[src/rtl/inst_prefetch_queue.sv]
// Instruction prefetch queue for the 6502 core.
// Fetches bytes in order, buffers them and emits whole instructions.
module inst_prefetch_queue #(
  parameter int unsigned ADDR_W   = 16,
  parameter int unsigned DEPTH    = 4,
  parameter logic [31:0] RESET_PC = 32'h0000_0000
) (
  input  logic              clk,
  input  logic              rst_n,
  input  logic              fetch_en,
  output logic              mem_req,
  output logic [ADDR_W-1:0] mem_addr,
  input  logic              mem_gnt,
  input  logic              mem_rvalid,
  input  logic [7:0]        mem_rdata,
  input  logic              redirect_valid,
  input  logic [ADDR_W-1:0] redirect_pc,
  output logic              inst_valid,
  input  logic              inst_ready,
  output logic [7:0]        inst_opcode,
  output logic [7:0]        inst_op1,
  output logic [7:0]        inst_op2,
  output logic [1:0]        inst_len,
  output logic [ADDR_W-1:0] inst_pc
);

  localparam int unsigned CW = $clog2(DEPTH + 1);
  localparam int unsigned IW = $clog2(DEPTH);

  typedef logic [CW-1:0]     cnt_t;
  typedef logic [CW:0]       sum_t;
  typedef logic [IW-1:0]     idx_t;
  typedef logic [IW+1:0]     wide_t;
  typedef logic [ADDR_W-1:0] pc_t;
  typedef enum logic {RUN, DRAIN} state_t;

  localparam pc_t   RST_PC  = pc_t'(RESET_PC);
  localparam sum_t  DEPTH_S = sum_t'(DEPTH);
  localparam wide_t DEPTH_W = wide_t'(DEPTH);

  logic [7:0] q [DEPTH];
  idx_t       head;
  idx_t       tail;
  idx_t       h1;
  idx_t       h2;
  cnt_t       count;
  cnt_t       outstanding;
  cnt_t       drop_cnt;
  pc_t        fetch_pc;
  pc_t        pc_q;
  state_t     state;
  logic       issue;
  logic       wr;
  logic       pop;
  logic [1:0] len;

  // Queue index advance that wraps for any DEPTH, not just powers of two
  function automatic idx_t wrap_add(input idx_t a, input logic [1:0] n);
    wide_t s;
    s = {2'b00, a} + {{IW{1'b0}}, n};
    if (s >= DEPTH_W) s = s - DEPTH_W;
    return s[IW-1:0];
  endfunction

  // Opcode aaabbbcc to instruction length; cc=11 is an illegal NOP
  function automatic logic [1:0] len_of(input logic [7:0] op);
    logic [2:0] aaa;
    logic [2:0] bbb;
    logic [1:0] cc;
    logic [1:0] l;
    aaa = op[7:5];
    bbb = op[4:2];
    cc  = op[1:0];
    l   = 2'd2;
    unique case (cc)
      2'b01: begin
        if (bbb == 3'b011 || bbb == 3'b110 || bbb == 3'b111) l = 2'd3;
      end
      2'b00, 2'b10: begin
        if (bbb[1:0] == 2'b11) l = 2'd3;
        else if (bbb[1:0] == 2'b10) l = 2'd1;
        else if (cc == 2'b00 && bbb == 3'b000 &&
                 (aaa == 3'd0 || aaa == 3'd2 || aaa == 3'd3)) l = 2'd1;
      end
      2'b11: l = 2'd1;
    endcase
    if (op == 8'h20) l = 2'd3;
    return l;
  endfunction

  // Control state follows the drop counter: stale reads block issue
  always_comb begin
    state = (drop_cnt == '0) ? RUN : DRAIN;
  end

  // Request issue and response acceptance
  always_comb begin
    mem_addr = fetch_pc;
    mem_req  = fetch_en && !redirect_valid && (state == RUN) &&
               (({1'b0, count} + {1'b0, outstanding}) < DEPTH_S);
    issue    = mem_req && mem_gnt;
    wr       = mem_rvalid && (state == RUN) && !redirect_valid;
  end

  // Head instruction decode and presentation
  always_comb begin
    len         = len_of(q[head]);
    h1          = wrap_add(head, 2'd1);
    h2          = wrap_add(head, 2'd2);
    inst_opcode = q[head];
    inst_op1    = (len >= 2'd2) ? q[h1] : 8'h00;
    inst_op2    = (len == 2'd3) ? q[h2] : 8'h00;
    inst_len    = len;
    inst_pc     = pc_q;
    inst_valid  = (count != '0) && (count >= cnt_t'(len));
    pop         = inst_valid && inst_ready;
  end

  // Byte storage written at the tail
  always_ff @(posedge clk or negedge rst_n) begin
    if (!rst_n) begin
      for (int i = 0; i < int'(DEPTH); i++) q[i] <= 8'h00;
    end else if (wr) begin
      q[tail] <= mem_rdata;
    end
  end

  // Pointers, counters and PCs; redirect overrides everything else
  always_ff @(posedge clk or negedge rst_n) begin
    if (!rst_n) begin
      head        <= '0;
      tail        <= '0;
      count       <= '0;
      outstanding <= '0;
      drop_cnt    <= '0;
      fetch_pc    <= RST_PC;
      pc_q        <= RST_PC;
    end else if (redirect_valid) begin
      head        <= '0;
      tail        <= '0;
      count       <= '0;
      fetch_pc    <= redirect_pc;
      pc_q        <= redirect_pc;
      outstanding <= outstanding + cnt_t'(issue) - cnt_t'(mem_rvalid);
      drop_cnt    <= outstanding + cnt_t'(issue) - cnt_t'(mem_rvalid);
    end else begin
      if (issue) fetch_pc <= fetch_pc + pc_t'(1);
      outstanding <= outstanding + cnt_t'(issue) - cnt_t'(mem_rvalid);
      if (mem_rvalid && state == DRAIN) drop_cnt <= drop_cnt - cnt_t'(1);
      if (wr) tail <= wrap_add(tail, 2'd1);
      if (pop) begin
        head <= wrap_add(head, len);
        pc_q <= pc_q + pc_t'(len);
      end
      count <= count + cnt_t'(wr) - (pop ? cnt_t'(len) : '0);
    end
  end

endmodule

[config.mk]
export PLATFORM = sky130hd
export DESIGN_NAME = inst_prefetch_queue
export DESIGN_NICKNAME = d
export VERILOG_FILES = /design/src/rtl/inst_prefetch_queue.sv
export SDC_FILE = /design/constraint.sdc
export NUM_CORES = 1
export LEC_CHECK = 0
export CAP_MARGIN = 20
export CORE_UTILIZATION = 39
export DETAILED_ROUTE_END_ITERATION = 10
export SLEW_MARGIN = 20
export SYNTH_ARGS = -nofsm -noshare
export SYNTH_HDL_FRONTEND = slang
export SYNTH_SLANG_ARGS = --single-unit
[constraint.sdc]
create_clock -name clk -period 4.9 [get_ports clk]
set_input_delay 0.49 -clock clk [delete_from_list [all_inputs] [get_ports clk]]
set_output_delay 0.49 -clock clk [all_outputs]
set_load 0.005 [all_outputs]
==> qor.yml <==
run_status:
  status: "finished, final reports clean"
sta:
  setup_violations: 0
  fin_crit_sh_pct: 90.68
  finalClockSkew_ps: 9.796
  slew_headroom_pct: 34.51
  grt_setup_unrepaired: "no"
  fin_crit_ps: 4443
  tightest_slew_ps: 982.3
  hold_violations: 0
  max_freq_ghz: 0.2251
  drv_slew: 0
  setup_tns_ps: 0
layout:
  antenna_cells: 0
  drive_gt1_share_pct: 16.22
  design_area_um2: 5949
  synthToLayoutAreaGrowth_pct: 28.90
  fin_cells: 661
  final_nets: 568
die:
  die_area_um2: 12270
  die_h_um: 110.8
  io_pins: 91
  core_um2: 11470
  fp.dieW_um: 110.8
  initial_core_util_pct: 40.25
  num_rows: 39
global_routing:
  grt_max_degree: 78
  antenna_found_initial: 0
  grt_pass1_vias: 3689
  grtUsageTotal_pct: 19.27
  grt_pass1_wl_um: 18690
  grt_overflow: 0
clocking:
  tritoncts: "built"
  clk_latency_ps: 330
  numCtsBuffers: 9
  clk_pin_slew_ps: 60
  cts_hold_buffers: 0
  clk_path_buf_depth: 2
  root_buffer: "clkbuf_16"
  post_cts_buffers: 0
  cts.sinks: 77
  htreeDepth: 3
  ctsResizeCount: 0
detailed_routing:
  vias_per_cell: 5.543
  wl_per_cell_um: 17.41
  first_iter_violations: 209
  dr.pass1.iters: 4
  drc: 0
  postRouteAntennaNets: 0
  wirelength_um: 11510
  vias: 3664
yosys:
  synth_seq_cells: 77
  netlist_area_um2: 4616
  synth_cells: 423
  synth-compound-area-share_pct: 9.352
  syn-num-nets: 476
  synth-simple-area-share_pct: 14.64
  synth_mux_area_share_pct: 20.41
  ys.flop_type: "dfrtp_1"
  seq_area_frac_synth_pct: 41.75
  synth_fa_ha_area_share_pct: 6.452
  async_flop_share_pct: 100.0
  ys_types: 41
  synth-edff-count: 0
  yosysWarnings: 0
  syn_avg_cell_area_um2: 10.91
  synth_top_family_by_area: "multiplexers"
  synthXorXnorAreaFrac_pct: 3.605
worst_setup_path:
  worstPathRequired_ps: 5100
  crit_fanout: 12
  end_kind: "flop"
  cp.arrival_ps: 4640
  crit_type: "reg -> reg"
  start_kind: "flop"
job:
  maxCapViolCount: 0
power:
  p_leak_nw: 2.510
  power.total_w: 0.002956
  powerDensity_nw_per_um2: 496.9
  irDropWorstVdd_mv: 0.3850
placed_design:
  dpl.cell_count: 647
  routabilityCongestion: 0.8106
  io_buffers: 90
  placed_area_um2: 5668
  hpwl_um: 8531
hold_path:
  hp-class: "in -> async"
-- flip-flops by register name, indices dropped and copies added, names as in the netlist --
name / count
count: 3
inst_pc: 16
outstanding: 3
mem_addr: 16
q: 32
tail: 2
head: 2
drop_cnt: 3
-- Yosys cell counts, drive strengths merged (4+ instances only) --
master / n / share of area, %
nor4: 5 / 0.68
mux4: 21 / 10
inv: 23 / 1.9
xnor2: 12 / 2.3
nor3: 4 / 0.43
nor2: 23 / 1.9
mux2i: 6 / 1.3
o21ai: 25 / 2.7
nand4: 5 / 0.68
dfrtp: 77 / 42
ha: 19 / 5.2
nand3: 18 / 2.0
or3: 6 / 0.81
a21oi: 14 / 1.6
a31oi: 7 / 0.95
nor2b: 17 / 2.3
and2: 6 / 0.81
o311ai: 8 / 1.5
and3: 9 / 1.2
nand2: 32 / 2.6
xor2: 7 / 1.3
buf: 4 / 0.70
mux2: 36 / 8.9
clkbuf: 12 / 0.98
-- cell type report --
type	count	area [um^2]
Clock buffer	9	225.2
Clock inverter	5	53.80
Fill cell	1039	5518
Multi-Input combinational cell	304	2514
Tap cell	143	178.9
Timing Repair Buffer	97	950.9
Sequential cell	77	1929
Inverter	26	97.59
-- power by group --
group | internal [W] | leakage (nW) | switching, W | total, W
Sequential | 0.000784 | 0.972 | 0.000185 | 0.000969
Combinational | 0.000757 | 1.40 | 0.000582 | 0.00134
Clock | 0.000387 | 0.141 | 0.000262 | 0.000649
Total | 0.00193 | 2.51 | 0.00103 | 0.00296
-- worst max-delay path: stages (launching register included) --
cell and delay, ps:
dfrtp_2 550, mux4_2 610, nor4_1 370, and2_1 200, or3_1 160, ha_1 240
nand2b_1 140, a21oi_1 160, o21ba_2 200, clkinv_1 210, nand2_1 260, nor2b_1 90
ha_1 290, inv_1 60, ha_1 130, inv_1 40, fa_1 370, xnor2_1 170
nor2_1 60
-- layer usage --
layer / vias to the layer above / share of wire, % / GRT usage (%) / wire (um)
met2: 115 / 48 / 32.80 / 5555
met3: 11 / 5.9 / 5.085 / 680
met4: 0 / 1.2 / 4.711 / 139
met5: - / 0 / 0 / 0
met1: 1810 / 45 / 24.38 / 5129
li1: 1728 / - / - / -
-- per-stage QoR --
step	util [%]	hold WS [ps]	worst slack, ps
2_1_floorplan	-	194.4	863.4
3_3_place_gp	49.43	498.7	499.1
6_report	51.88	300.9	456.9
5_1_grt	51.88	380.5	130.6
4_1_cts	51.86	353.0	266.8
3_5_place_dp	49.43	501.4	279.5
-- cell usage in the layout, fill, tap and decap left out, types with 13 or more instances in the layout --
cell,count
o21ai_0,25
mux2_2,35
clkdlybuf4s50_1,89
nand3_1,18
inv_1,23
a21oi_1,13
nor2b_1,17
nand2_1,32
ha_1,19
mux4_2,21
dfrtp_1,75
nor2_1,23
-- logic make-up (layout without fill, tap and decap cells) --
family | count (synthesis) | after routing
DFF | 77 | 77
and+or+nand+nor | 133 | 133
muxes | 63 | 63
xor gates and xnor gates | 19 | 19
AOI/OAI and AO/OA | 67 | 67
buffers and inverters | 42 | 137
adders and majority gates | 22 | 22
-- worst paths after layout --
| kind | end | startpoint | cells past startpoint | slack [ps] |
|---|---|---|---|---|
| setup / recovery | count[2] | head[0] | 18 | 460 |
| hold / removal | q[17] | rst_n | 1 | 300 |
| setup reg to reg | count[2] | head[0] | 18 | 460 |
| hold reg to reg | outstanding[2] | outstanding[2] | 1 | 510 |
| max in group asynchronous | head[0] | rst_n | 1 | 3900 |
| min in group clk | outstanding[2] | outstanding[2] | 1 | 510 |
No activity file was read; power rests on OpenSTA's default activity.
